`config.mk`:
```
export PLATFORM = sky130hd
export DESIGN_NAME = commit_wide
export DESIGN_NICKNAME = d
export VERILOG_FILES = /design/src/rtl/commit_wide_pkg.sv /design/src/rtl/commit_lane.sv /design/src/rtl/commit_wide.sv
export SDC_FILE = /design/constraint.sdc
export NUM_CORES = 1
export LEC_CHECK = 0
export ABC_AREA = 1
export BUFFER_PORTS_ARGS = -buffer_cell sky130_fd_sc_hd__buf_2
export CORE_AREA = 2 2 570 572
export DETAILED_ROUTE_END_ITERATION = 16
export DIE_AREA = 0 0 572 574
export GPL_TIMING_DRIVEN = 1
export PLACE_DENSITY = 0.31
export SYNTH_ARGS = -nofsm -noshare
export SYNTH_HDL_FRONTEND = slang
export SYNTH_SLANG_ARGS = --single-unit
```
`constraint.sdc`:
```
create_clock -name CLK -period 5.23 [get_ports CLK]
set_clock_uncertainty 0.15 [all_clocks]
set_input_delay 0 -clock CLK [delete_from_list [all_inputs] [get_ports CLK]]
set_output_delay 0 -clock CLK [all_outputs]
set_load 0.01 [all_outputs]
```
`src/rtl/commit_wide_pkg.sv`:
```
// Shared definitions for the wide commit stage.
//   RB / RP / IDW      : rename bits, physical copies per arch reg, entry width
//   OFS_*              : bit offsets of the reorder-entry fields (LSB = isMret)
//   CAUSE_*            : mcause codes for synchronous exceptions and interrupts
//   commitState_e      : commit FSM states
//   trapMstatus / xretMstatus : mstatus rewrite on trap entry and on mret
package commit_wide_pkg;

  localparam int RB  = 2;
  localparam int RP  = 1 << RB;
  localparam int IDW = 64 + 5 + RB + 6;

  // Entry layout, MSB first: pc, rd arch, rd phy, isBranch, isSu, isCsr,
  // isEcall, isEbreak, isMret.
  localparam int OFS_MRET   = 0;
  localparam int OFS_EBREAK = 1;
  localparam int OFS_ECALL  = 2;
  localparam int OFS_CSR    = 3;
  localparam int OFS_SU     = 4;
  localparam int OFS_BRANCH = 5;
  localparam int OFS_PHY    = 6;
  localparam int OFS_ARCH   = 6 + RB;
  localparam int OFS_PC     = 11 + RB;

  localparam logic [63:0] CAUSE_ECALL_M = 64'd11;
  localparam logic [63:0] CAUSE_EBREAK  = 64'd3;
  localparam logic [63:0] CAUSE_MTI     = 64'h8000_0000_0000_0007;
  localparam logic [63:0] CAUSE_MSI     = 64'h8000_0000_0000_0003;
  localparam logic [63:0] CAUSE_MEI     = 64'h8000_0000_0000_000B;

  typedef enum logic {
    ST_RUN      = 1'b0,
    ST_REDIRECT = 1'b1
  } commitState_e;

  // Trap entry: MPIE <= MIE, MIE <= 0, MPP <= M.
  function automatic logic [63:0] trapMstatus(input logic [63:0] s);
    logic [63:0] r;
    r        = s;
    r[7]     = s[3];
    r[3]     = 1'b0;
    r[12:11] = 2'b11;
    return r;
  endfunction

  // mret: MIE <= MPIE, MPIE <= 1, MPP stays M (only M-mode is implemented).
  function automatic logic [63:0] xretMstatus(input logic [63:0] s);
    logic [63:0] r;
    r        = s;
    r[3]     = s[7];
    r[7]     = 1'b1;
    r[12:11] = 2'b11;
    return r;
  endfunction

endpackage

```
`src/rtl/commit_lane.sv`:
```
// Decoder for one reorder-buffer entry.
//   entry    : packed reorder info (layout in commit_wide_pkg)
//   wbLog    : write-back done flags, index {arch, phy}
//   pc, rdArch, rdPhy, is* : decoded fields
//   wbDone   : destination physical register has been written back
//   isSerial : entry must retire alone at the head (branch/su/csr/system)
module commit_lane
  import commit_wide_pkg::*;
(
  input  logic [IDW-1:0]   entry,
  input  logic [32*RP-1:0] wbLog,
  output logic [63:0]      pc,
  output logic [4:0]       rdArch,
  output logic [RB-1:0]    rdPhy,
  output logic             isBranch,
  output logic             isSu,
  output logic             isCsr,
  output logic             isEcall,
  output logic             isEbreak,
  output logic             isMret,
  output logic             isSerial,
  output logic             wbDone
);

  assign pc       = entry[OFS_PC +: 64];
  assign rdArch   = entry[OFS_ARCH +: 5];
  assign rdPhy    = entry[OFS_PHY +: RB];
  assign isBranch = entry[OFS_BRANCH];
  assign isSu     = entry[OFS_SU];
  assign isCsr    = entry[OFS_CSR];
  assign isEcall  = entry[OFS_ECALL];
  assign isEbreak = entry[OFS_EBREAK];
  assign isMret   = entry[OFS_MRET];
  assign isSerial = |entry[OFS_BRANCH:OFS_MRET];
  assign wbDone   = wbLog[{rdArch, rdPhy}];

endmodule

```
`src/rtl/commit_wide.sv`:
```
// Superscalar in-order commit stage: retires up to CW reorder entries per
// cycle, updates the architectural rename map, frees old physical copies and
// raises a registered one-cycle redirect/trap pulse for head exceptions.
// Ports:
//   CLK, RSTn                : clock, async active-low reset
//   rob_entry/rob_valid      : CW head entries (lane 0 oldest), thermometer valid
//   rob_pop                  : thermometer of entries retired this cycle
//   isMisPredict             : lane-0 branch was mispredicted
//   wbLog_qout / *_commit_rst: write-back flags in, one-hot frees out
//   archi_X_qout / _dnxt     : current / next architectural map
//   *ILP_ready               : lane-0 su/branch/csr retiring
//   commit_abort, commit_pc, isTrap, isXRet, privileged_pc : registered redirect
//   csr_except_we, *_except_in : registered CSR updates
//   *_csr_out                : current CSR values
//   instret_cnt              : retired-instruction count (COMMIT_INSTRET_EN)
//   fsmState                 : current FSM state for observation
// Build option: define COMMIT_INSTRET_EN to include the 64-bit instret counter;
// otherwise instret_cnt is tied to zero.
// Handshake: rob_pop[i] asserted means lane i is consumed at the next CLK edge;
// the reorder FIFO must present the next entries in the following cycle.
module commit_wide
  import commit_wide_pkg::*;
#(
  parameter int CW = 2
) (
  input  logic              CLK,
  input  logic              RSTn,
  input  logic [CW*IDW-1:0] rob_entry,
  input  logic [CW-1:0]     rob_valid,
  output logic [CW-1:0]     rob_pop,
  input  logic              isMisPredict,
  input  logic [32*RP-1:0]  wbLog_qout,
  output logic [32*RP-1:0]  wbLog_commit_rst,
  output logic [32*RP-1:0]  rnBufU_commit_rst,
  input  logic [32*RB-1:0]  archi_X_qout,
  output logic [32*RB-1:0]  archi_X_dnxt,
  output logic              suILP_ready,
  output logic              bruILP_ready,
  output logic              csrILP_ready,
  output logic              commit_abort,
  output logic [63:0]       commit_pc,
  output logic              isTrap,
  output logic              isXRet,
  output logic [63:0]       privileged_pc,
  output logic              csr_except_we,
  output logic [63:0]       mstatus_except_in,
  output logic [63:0]       mcause_except_in,
  output logic [63:0]       mepc_except_in,
  output logic [63:0]       mtval_except_in,
  input  logic [63:0]       mstatus_csr_out,
  input  logic [63:0]       mip_csr_out,
  input  logic [63:0]       mie_csr_out,
  input  logic [63:0]       mepc_csr_out,
  input  logic [63:0]       mtvec_csr_out,
  output logic [63:0]       instret_cnt,
  output commitState_e      fsmState
);

  commitState_e state, stateNext;

  logic [CW-1:0][63:0]    lanePc;
  logic [CW-1:0][4:0]     laneArch;
  logic [CW-1:0][RB-1:0]  lanePhy;
  logic [CW-1:0] laneBranch, laneSu, laneCsr, laneEcall, laneEbreak, laneMret;
  logic [CW-1:0] laneSerial, laneWbDone;
  logic [CW-1:0] retire;

  for (genvar g = 0; g < CW; g++) begin : g_lane
    commit_lane u_lane (
      .entry    (rob_entry[g*IDW +: IDW]),
      .wbLog    (wbLog_qout),
      .pc       (lanePc[g]),
      .rdArch   (laneArch[g]),
      .rdPhy    (lanePhy[g]),
      .isBranch (laneBranch[g]),
      .isSu     (laneSu[g]),
      .isCsr    (laneCsr[g]),
      .isEcall  (laneEcall[g]),
      .isEbreak (laneEbreak[g]),
      .isMret   (laneMret[g]),
      .isSerial (laneSerial[g]),
      .wbDone   (laneWbDone[g])
    );
  end

  // Only some lane fields and CSR bits matter beyond lane 0.
  logic unusedBits;
  assign unusedBits = ^{lanePc, laneSu, laneCsr, laneEcall, laneEbreak,
                        laneMret, laneBranch, mip_csr_out, mie_csr_out};

  // Head events, strictly prioritised. Nothing is evaluated without a head.
  logic headValid, intExt, intSoft, intTimer, intAny;
  logic evInt, evEcall, evEbreak, evMret, evMisp, evTrap, evAbort;
  logic [63:0] trapCause;

  assign headValid = (state == ST_RUN) && rob_valid[0];
  assign intExt    = mip_csr_out[11] & mie_csr_out[11];
  assign intSoft   = mip_csr_out[3]  & mie_csr_out[3];
  assign intTimer  = mip_csr_out[7]  & mie_csr_out[7];
  assign intAny    = mstatus_csr_out[3] & (intExt | intSoft | intTimer);

  assign evInt    = headValid & intAny;
  assign evEcall  = headValid & ~intAny & laneEcall[0];
  assign evEbreak = headValid & ~intAny & ~laneEcall[0] & laneEbreak[0];
  assign evMret   = headValid & ~intAny & ~laneEcall[0] & ~laneEbreak[0] & laneMret[0];
  assign evMisp   = headValid & ~intAny & ~laneEcall[0] & ~laneEbreak[0] & ~laneMret[0]
                  & laneBranch[0] & isMisPredict & laneWbDone[0];
  assign evTrap   = evInt | evEcall | evEbreak;
  assign evAbort  = evTrap | evMret | evMisp;

  always_comb begin
    trapCause = '0;
    if (evInt) begin
      if (intExt)       trapCause = CAUSE_MEI;
      else if (intSoft) trapCause = CAUSE_MSI;
      else              trapCause = CAUSE_MTI;
    end else if (evEcall) begin
      trapCause = CAUSE_ECALL_M;
    end else if (evEbreak) begin
      trapCause = CAUSE_EBREAK;
    end
  end

  // Retire chain. A younger lane only retires when every older lane does,
  // and it may not share a destination with any of them so that a single
  // map write per register is enough.
  always_comb begin
    logic chain;
    logic ok;
    retire = '0;
    chain  = 1'b1;
    ok     = 1'b0;
    if (state == ST_RUN) begin
      if (evAbort) begin
        retire[0] = evMret | evMisp;
      end else begin
        for (int i = 0; i < CW; i++) begin
          ok = chain & rob_valid[i] & laneWbDone[i];
          if (i > 0) begin
            ok = ok & ~laneSerial[i];
            for (int j = 0; j < i; j++) begin
              if (laneArch[j] == laneArch[i]) ok = 1'b0;
            end
          end
          retire[i] = ok;
          chain     = ok;
        end
      end
    end
  end

  always_comb begin
    archi_X_dnxt     = archi_X_qout;
    wbLog_commit_rst = '0;
    for (int i = 0; i < CW; i++) begin
      if (retire[i]) begin
        archi_X_dnxt[laneArch[i]*RB +: RB] = lanePhy[i];
        wbLog_commit_rst[{laneArch[i], archi_X_qout[laneArch[i]*RB +: RB]}] = 1'b1;
      end
    end
  end

  assign rnBufU_commit_rst = wbLog_commit_rst;
  assign rob_pop           = retire;
  assign suILP_ready       = retire[0] & laneSu[0];
  assign bruILP_ready      = retire[0] & laneBranch[0];
  assign csrILP_ready      = retire[0] & laneCsr[0];
  assign fsmState          = state;

  // FSM: an abort always costs exactly one REDIRECT cycle.
  always_ff @(posedge CLK or negedge RSTn) begin
    if (!RSTn) state <= ST_RUN;
    else       state <= stateNext;
  end

  always_comb begin
    stateNext = ST_RUN;
    if (state == ST_RUN && evAbort) stateNext = ST_REDIRECT;
  end

  // Redirect pulses: evAbort can only be high in RUN, so the pulses drop
  // automatically during the REDIRECT cycle.
  always_ff @(posedge CLK or negedge RSTn) begin
    if (!RSTn) begin
      commit_abort      <= 1'b0;
      isTrap            <= 1'b0;
      isXRet            <= 1'b0;
      csr_except_we     <= 1'b0;
      commit_pc         <= '0;
      privileged_pc     <= '0;
      mstatus_except_in <= '0;
      mcause_except_in  <= '0;
      mepc_except_in    <= '0;
      mtval_except_in   <= '0;
    end else begin
      commit_abort  <= evAbort;
      isTrap        <= evTrap;
      isXRet        <= evMret;
      csr_except_we <= evTrap | evMret;
      if (evAbort) begin
        commit_pc         <= lanePc[0];
        privileged_pc     <= evTrap ? mtvec_csr_out : (evMret ? mepc_csr_out : '0);
        mstatus_except_in <= evTrap ? trapMstatus(mstatus_csr_out)
                           : (evMret ? xretMstatus(mstatus_csr_out) : '0);
        mcause_except_in  <= trapCause;
        mepc_except_in    <= (evTrap | evMret) ? lanePc[0] : '0;
        mtval_except_in   <= '0;
      end
    end
  end

`ifdef COMMIT_INSTRET_EN
  logic [63:0] instretQ;
  logic [2:0]  popCnt;

  always_comb begin
    popCnt = '0;
    for (int i = 0; i < CW; i++) popCnt = popCnt + {2'b00, retire[i]};
  end

  always_ff @(posedge CLK or negedge RSTn) begin
    if (!RSTn) instretQ <= '0;
    else       instretQ <= instretQ + {61'd0, popCnt};
  end

  assign instret_cnt = instretQ;
`else
  assign instret_cnt = '0;
`endif

endmodule

```
==> qor.csv <==
metric,value,unit
status,finished clean,
dr.pass1.iters,5,
synth_edf_count,0,
crit_type,reg2out,
clkTransAtPathRegs,0.07,ns
grt_usage,0.1134,
post-route-period-util,0.9509,
place_ws,-0.09013,ns
htree_levels,1,
finalHoldViolations,0,
area_growth,73.11,%
cts-buffers-inserted,31,
leakagePower,17.78,nW
fmax,201.1,MHz
post_cts_buffers,0,
grt_max_degree,113,
cp.required,5.08,ns
start_util,0.06652,
mostFrequentLayoutCell,buf_2,
p_clk_frac,0.278,
drcViolationCount,0,
min_period,4.973,ns
ctsRootBufferMaster,clkbuf_16,
wl_per_cell,21.68,um
fp-row-count,209,
tightest_slew,1.080,ns
drive_gt1_frac,0.2785,
drv_cap,0,
power_frac_comb,0.402,
syn_area_per_cell,6.652,sq um
yosysTopAreaCell,dfrtp_1,
ioPinCount,1449,
antenna_left,0,
final-setup-viol-count,0,
cp_max_fo,16,
drtIter0Drc,1849,
tritoncts,built,
die-width,572,um
internal_power,5.072,mW
numPortBuffers,1073,
hpwlAfterDp,164.5,mm
power_frac_seq,0.320,
p_per_area,223.7,nW/um^2
seq_area_frac_synth,0.3078,
hp-class,in2reg,
synth_area_leaders,"dfrtp_1 (31%), nand2_1 (16%), buf_4 (12%)",
power.net_switching,3.242,mW
grt_pass1_vias,28314,
grt_pass1_wl,253.9,mm
layout_common_cells,"buf_2 (1037), nand2_1 (903), dlygate4sd3_1 (483)",
slew_violations,0,
ys_warn_count,0,
rsz0062_at_grt,false,
ys_ff_latch,264,
die_y,574,um
ir_drop,0.0002735,V
slew_headroom,0.2791,
core-area,322700,sq um
final_nets,5299,
dieArea,328300,sq um
clock_latency,0.64,ns
grt.overflow.total,0,
clock-sinks,264,
synthCells,3227,
switching_share,0.3900,
route.final.wire_length,195.4,mm
clk_path_buf_depth,3,
synth_flop_cell,dfrtp_1,
antenna_found_initial,126,
vias,28570,
crit_path_end_kind,primary output,
async_flop_share,1.000,
post_synth_num_cell_types,46,
yosysTopAreaCellShare,0.3078,
finalPower,8.313,mW
gp_congestion,0.8885,
cp-start-kind,flip-flop,
vias_per_cell,3.170,
worstPathArrival,4.82,ns
syn_area,21470,sq um
fin_ws,0.2567,ns
[Yosys cell counts (all sizes together), types with 2 or more instances]
cell	instances
a22oi	65
xor2	3
xnor2	3
o21bai	4
nand4	46
o221ai	3
o21ai	283
or2	3
inv	304
nor4	6
clkinv	11
nor2	279
clkbuf	68
buf	416
a22o	126
nand3b	2
ha	7
nand3	213
nor3	23
o22ai	72
o41ai	4
dfrtp	264
o211ai	6
a21oi	98
nand2	911
[worst max-delay path, cell delays in order (launching register included)]
cell and delay [ns]:
dfrtp_1 0.42, inv_1 0.24, nand2_1 0.23, inv_1 0.13, nand2_1 0.12, nor2_1 0.51
nand2_4 0.15, nand3_4 0.14, nand2_4 0.11, nor2_2 0.20, nand2_1 0.55, o21ai_0 1.06
buf_2 0.28
[per-stage QoR]
step / cells / setup TNS [ns] / area, sq um / utilization / hold slack [ns]
detailed placement: 8429 / -0.1017 / 31130 / 0.09646 / -0.1777
CTS: 8967 / 0 / 37030 / 0.1148 / 0.00002542
floorplan: 3413 / 0 / 22160 / - / -0.4456
finish: 9012 / 0 / 37160 / 0.1152 / 0.05080
global route: 8991 / 0 / 37110 / 0.1150 / 0.03513
global placement: 8429 / -0.06659 / 31130 / 0.09646 / -0.1836
[layout make-up]
type                       instances  area (sq um)
inverter                         315          1195
sequential                       264          6606
clock inverter                     7         130.1
clock buffer                      47         905.9
timing repair buffer            1659         11560
multi-input combinational       2350         11240
fill                           37695        285500
antenna                           45         112.6
tap                             4325          5411
[metal layers]
layer | part of all wire | routed length, um | GRT usage
met2 | 0.51 | 99070 | 0.2077
met3 | 0.078 | 15210 | 0.02806
met5 | 0.0011 | 223 | 0
met4 | 0.042 | 8235 | 0.04777
met1 | 0.37 | 72680 | 0.1227
[logic make-up after synthesis]
family,Yosys count,synth area share
other,1,0.0001747
xor gates and xnor gates,6,0.002449
AOI/OAI and AO/OA,666,0.1925
adders and majority gates,7,0.004080
DFF,264,0.3078
buffers and inverters,799,0.2034
and+or+nand+nor,1484,0.2896
[path summary, 6_finish.rpt]
check | depth (start not counted) | from | slack (ns) | to
max in group asynchronous | 4 | RSTn | 3.67 | mepc_except_in[45]
worst min register to register | 2 | commit_pc[45] | 0.32 | commit_pc[45]
worst max register to register | 13 | fsmState | 1.16 | privileged_pc[43]
min in group asynchronous | 4 | RSTn | 0.41 | mepc_except_in[30]
worst max-delay path | 12 | fsmState | 0.26 | wbLog_commit_rst[118]
worst min-delay path | 3 | rob_entry[32] | 0.05 | mepc_except_in[19]
[what timing repair did]
action / in CTS / in global routing
hold buffers: 484 / 0
setup endpoints to repair: 2 / 4
endpoints found under the hold margin: 524 / 0
gates resized for setup: 1 / 3
[power groups by stage]
stage | Combinational [mW] | Clock (mW) | Sequential, mW
2_1_floorplan | 1.21 | 0 | 2.86
3_3_place_gp | 3.03 | 0 | 2.67
3_5_place_dp | 3.03 | 0 | 2.67
4_1_cts | 3.42 | 2.44 | 2.65
5_1_grt | 3.64 | 2.49 | 2.71
6_report | 3.34 | 2.31 | 2.66
[registers in the layout (all words and copies together), names as in the netlist, 4 cells and up]
signal             count
commit_pc             64
mepc_except_in        64
privileged_pc         64
mstatus_except_in     63
mcause_except_in       4
No activity file was read; power rests on OpenSTA's default activity.
